--- src/rtl/nibble_serial_add_ctrl.sv ---
// nibble_serial_add_ctrl
// Performs a WIDTH-bit add or subtract on one shared external 4-bit
// ripple-carry adder. One nibble is processed per clock, least significant
// nibble first. The inter-nibble carry is kept in a register. Subtraction
// is done as a + ~b + 1: b is inverted when the operands are captured, and
// the carry register starts at 1.
module nibble_serial_add_ctrl #(
    parameter int WIDTH = 16
) (
    input  logic             clk,
    input  logic             rst_n,
    input  logic             start,
    input  logic             sub,
    input  logic [WIDTH-1:0] a,
    input  logic [WIDTH-1:0] b,
    output logic             busy,
    output logic             done,
    output logic [WIDTH-1:0] sum,
    output logic             c_out,
    output logic             ovf,
    output logic [3:0]       rca_a,
    output logic [3:0]       rca_b,
    output logic             rca_cin,
    input  logic [3:0]       rca_s,
    input  logic             rca_cout
);

    localparam int NIB = WIDTH / 4;
    localparam int IW  = (NIB > 1) ? $clog2(NIB) : 1;
    localparam logic [IW-1:0] LAST_IDX = IW'(NIB - 1);

    typedef enum logic [1:0] {
        ST_IDLE = 2'd0,
        ST_RUN  = 2'd1,
        ST_DONE = 2'd2
    } state_t;

    state_t           state_r;
    logic [WIDTH-1:0] a_r;
    logic [WIDTH-1:0] b_r;
    logic             carry_r;
    logic [IW-1:0]    idx_r;
    logic             ovf_s;

    // Signed overflow of the top nibble. The carry into the MSB is
    // recovered as a3 ^ b3 ^ s3. Overflow is that carry XOR the carry out.
    function automatic logic msb_overflow(input logic a3, input logic b3,
                                          input logic s3, input logic co);
        msb_overflow = (a3 ^ b3 ^ s3) ^ co;
    endfunction

    // Present the current nibble to the shared adder only while running.
    always_comb begin
        rca_a   = 4'h0;
        rca_b   = 4'h0;
        rca_cin = 1'b0;
        if (state_r == ST_RUN) begin
            rca_a   = a_r[{idx_r, 2'b00} +: 4];
            rca_b   = b_r[{idx_r, 2'b00} +: 4];
            rca_cin = carry_r;
        end else begin
            rca_a   = 4'h0;
            rca_b   = 4'h0;
            rca_cin = 1'b0;
        end
    end

    // Overflow candidate computed from the adder's view of the current nibble.
    always_comb begin
        ovf_s = msb_overflow(rca_a[3], rca_b[3], rca_s[3], rca_cout);
    end

    // Sequencer: capture operands, step through the nibbles, pulse done.
    always_ff @(posedge clk or negedge rst_n) begin
        if (!rst_n) begin
            state_r <= ST_IDLE;
            a_r     <= '0;
            b_r     <= '0;
            carry_r <= 1'b0;
            idx_r   <= '0;
            busy    <= 1'b0;
            done    <= 1'b0;
            sum     <= '0;
            c_out   <= 1'b0;
            ovf     <= 1'b0;
        end else begin
            case (state_r)
                ST_IDLE: begin
                    done <= 1'b0;
                    if (start) begin
                        a_r     <= a;
                        b_r     <= sub ? ~b : b;
                        carry_r <= sub;
                        idx_r   <= '0;
                        sum     <= '0;
                        c_out   <= 1'b0;
                        ovf     <= 1'b0;
                        busy    <= 1'b1;
                        state_r <= ST_RUN;
                    end else begin
                        busy    <= 1'b0;
                        state_r <= ST_IDLE;
                    end
                end
                ST_RUN: begin
                    sum[{idx_r, 2'b00} +: 4] <= rca_s;
                    carry_r <= rca_cout;
                    idx_r   <= idx_r + IW'(1);
                    if (idx_r == LAST_IDX) begin
                        c_out   <= rca_cout;
                        ovf     <= ovf_s;
                        done    <= 1'b1;
                        state_r <= ST_DONE;
                    end else begin
                        done    <= 1'b0;
                        state_r <= ST_RUN;
                    end
                end
                ST_DONE: begin
                    done    <= 1'b0;
                    busy    <= 1'b0;
                    idx_r   <= '0;
                    state_r <= ST_IDLE;
                end
                default: begin
                    done    <= 1'b0;
                    busy    <= 1'b0;
                    idx_r   <= '0;
                    carry_r <= 1'b0;
                    state_r <= ST_IDLE;
                end
            endcase
        end
    end

endmodule

--- config.mk ---
export PLATFORM = sky130hd
export DESIGN_NAME = nibble_serial_add_ctrl
export DESIGN_NICKNAME = d
export VERILOG_FILES = /design/src/rtl/nibble_serial_add_ctrl.sv
export SDC_FILE = /design/constraint.sdc
export NUM_CORES = 1
export LEC_CHECK = 0
export ABC_AREA = 1
export CORE_UTILIZATION = 30
export DETAILED_ROUTE_END_ITERATION = 6
export GPL_ROUTABILITY_DRIVEN = 0
export PLACE_DENSITY = 0.52
export SYNTH_ARGS = -nofsm -noshare
export SYNTH_HDL_FRONTEND = slang
export SYNTH_SLANG_ARGS = --single-unit
--- constraint.sdc ---
create_clock -name clk -period 1.91 [get_ports clk]
set_input_delay 0.2865 -clock clk [delete_from_list [all_inputs] [get_ports clk]]
set_output_delay 0.2865 -clock clk [all_outputs]
set_load 0.005 [all_outputs]
==> impl_metrics.csv <==
group,metric,value,unit
clock_network,cts_buffers,5,
cells_and_area,diodes,0,
synthesis,synth_cell_types,23,
sta,holdWs,0.477,ns
global_route,first_global_vias,2411,
worst_setup_path,cp_slowest_cell,"dfrtp_1",
sta,final_hold_viol_count,0,
pwr,power.leakage,1.79,nW
sta,period_share,97.8,%
cells_and_area,drive_gt1_share,11.3,%
cells_and_area,multiInputGateArea,0.00120,mm^2
global_route,grt_max_degree,35,
worst_setup_path,crit_type,"register to output port",
die,ios,70,
drt,dr_total_vias,2360,
clock_network,cts_tree,"yes",
pwr,power.density,1390,mW/mm^2
worst_setup_path,reg2reg_to,"sum[0]",
run_status,status,"finished, final reports clean",
sta,post-route-min-period,1.87,ns
sta,final-setup-viol-count,0,
global_route,grt_antenna_before_repair,0,
sta,slew_headroom,63.8,%
worst_setup_path,arrival,1.58,ns
drt,vias_per_cell,4.44,
cells_and_area,final_nets,468,
clock_network,cts.htree.levels,2,
placed_design,dp_hpwl,5020,um
synthesis,synthCells,344,
worst_setup_path,worst-path-stages,7,
drt,ant_nets,0,
clock_network,clock-sinks,56,
worst_setup_path,slowest_delay,0.42,ns
cells_and_area,fillers,931,
worst_hold_path,hold_path_class,"primary input to asynchronous set/reset pin",
sta,fin_setup_tns,0,ns
synthesis,synth_area_per_cell,8.16,um^2
clock_network,cts_buffer_depth,2,
worst_setup_path,start_kind,"register",
sta,slew_violations,0,
worst_setup_path,crit_path_start,"idx_r[1]",
die,fp.dieH,98.7,um
drt,wirelength,6740,um
die,rows,34,
worst_setup_path,worstReg2RegStart,"idx_r[1]",
run,cap_viol_max_count,0,
synthesis,synth_nets,390,
die,core,0.00889,mm^2
sta,rsz0062_at_grt,"yes",
worst_setup_path,ff2ff_path_depth,7,
clock_network,insertion_delay,0.30,ns
sta,finalClockSkew,0.00368,ns
worst_setup_path,crit_fanout,3,
die,dieWidth,98.7,um
synthesis,syn_area,0.00281,mm^2
synthesis,yosysSeqAreaShare,49.9,%
drt,wl_per_cell,12.7,um
worst_setup_path,endpoint_kind,"output port",
die,initial_core_util,31.6,%
worst_setup_path,reg2reg_slack,0.19,ns
cells_and_area,seq_area,0.00140,mm^2
cells_and_area,syn_to_final_growth,35.0,%
clock_network,clk_pin_slew,0.09,ns
global_route,globalRouteTotalUtil,15.2,%
sta,tightestPinTransition,0.542,ns
drt,drc,0,
drt,first_pass_iters,4,
pwr,ir_worst_vdd,0.000490,V
worst_setup_path,critPathBufInv,4,
drt,drt_iter0_markers,94,
worst_setup_path,endpoint,"rca_b[2]",
worst_setup_path,worst-endpoint-required,1.62,ns
global_route,grt_pass1_wl,11800,um
global_route,overflow,0,
die,dieArea,0.00975,mm^2
synthesis,ys_warn_count,0,
synthesis,synth-seq-cells,56,
placed_design,port_buffers,69,
sta,fmax,0.535,GHz
worst_setup_path,critPathTopFamily,"buffers and inverters",
worst_setup_path,path_cells,"clkinvlp_4 -> buf_4 -> buf_4 -> a21oi_1 -> o21ai_0 -> a21oi_1 -> buf_2",
clock_network,cts_root_buf,"clkbuf_8",
worst reg2reg max path: cells and delay by family (launching register included):
kind            cells  cell delay (ns)
fa+ha+maj           1             0.33
buf+inv             3             0.44
compound gates      1             0.09
flops               1             0.42
simple gates        2             0.36
cell usage in the layout, fill, tap and decap left out:
cell	n
buf_6	1
clkbuf_2	2
clkbuf_1	2
nand3_1	22
inv_4	1
o21ai_2	1
inv_1	23
nand2_1	109
clkinvlp_4	1
o21ai_1	1
nand3_2	2
o21bai_1	1
clkbuf_8	6
dlygate4sd2_1	2
nand4_1	1
nor2_2	3
buf_4	14
buf_12	3
o21ai_0	46
dfrtp_1	54
clkdlybuf4s50_1	60
dfrtp_2	2
a31oi_1	1
xor2_1	8
nand2_2	3
nor2_4	2
inv_2	3
ha_1	5
dlygate4sd3_1	1
buf_2	4
o22ai_1	1
a21oi_1	12
xnor2_1	9
dlymetal6s2s_1	1
nor2_1	16
Yosys cell counts, drive strengths merged:
master / instances / area share [%]
o21ai: 48 / 8.7
buf: 17 / 3.9
xor2: 8 / 2.5
a21oi: 12 / 2.1
dfrtp: 56 / 50
nand3: 24 / 4.5
xnor2: 9 / 2.8
a31oi: 1 / 0.22
nand2: 112 / 15
nand4: 1 / 0.22
o21bai: 1 / 0.27
inv: 28 / 3.7
ha: 5 / 2.2
o22ai: 1 / 0.22
nor2: 21 / 3.4
flip-flops by register name, indices dropped and copies added (netlist names):
signal and count:
sum 16, done 1, idx_r 2, carry_r 1
state_r 1, busy 1, b_r 16, c_out 1
ovf 1, a_r 16
cell type report:
cell class	count	area share (%)
clock buffers	8	2.38
inverters	28	2.94
multi-input cells	243	31.7
flip-flops and latches	56	37.1
well taps	108	3.57
repair buffers	88	22.4
worst min-delay path by stage:
stage                  from      end  slack [ns]  depth (start not counted)
CTS                 a_r[12]  a_r[12]        0.48                          2
floorplan             rst_n   a_r[0]      -0.009                          0
finish                rst_n   a_r[5]        0.48                          2
detailed placement    rst_n   a_r[5]        0.31                          1
global route         a_r[2]   a_r[2]        0.50                          2
global placement      rst_n   a_r[5]        0.30                          1
what timing repair did:
action	in CTS	in global routing
setup buffers	0	6
pin swaps	4	4
hold buffers	1	0
hold endpoints to repair	22	0
setup endpoints to repair	8	11
gates resized for setup	9	20
power breakdown:
part / internal [W] / total, W / switching (W) / leakage [nW]
clock: 0.000297 / 0.000673 / 0.000376 / 0.0455
combinational: 0.00118 / 0.00267 / 0.00150 / 1.03
sequential: 0.00165 / 0.00190 / 0.000252 / 0.714
total: 0.00313 / 0.00525 / 0.00212 / 1.79
logic make-up (layout without fill, tap and decap cells):
kind of cell             Yosys count  after routing  share of synthesized area (%)
flip-flops                        56             56                           49.9
AO/OA/AOI/OAI                     63             63                           11.5
AND/OR/NAND/NOR                  158            158                           23.4
XOR/XNOR                          17             17                           5.31
adder cells (fa/ha/maj)            5              5                           2.23
buffers and inverters             45            124                           7.62
stage by stage:
stage          total power (W)  setup WS (ns)  cells  area [um^2]  utilization (%)
2_1_floorplan          0.00349          0.382    344         2810                -
3_3_place_gp           0.00460         0.0929    517         3650             41.1
3_5_place_dp           0.00463         0.0699    517         3650             41.1
4_1_cts                0.00530         -0.253    526         3760             42.3
5_1_grt                0.00579        -0.0728    531         3790             42.6
6_report               0.00525         0.0425    531         3790             42.6
routing by layer:
metal	track usage, %	wire length (um)
met5	0	0
met4	3.21	63
met3	3.62	231
met2	26.1	3210
met1	19.6	3230
Note: power is estimated with default switching activity, not from simulation.
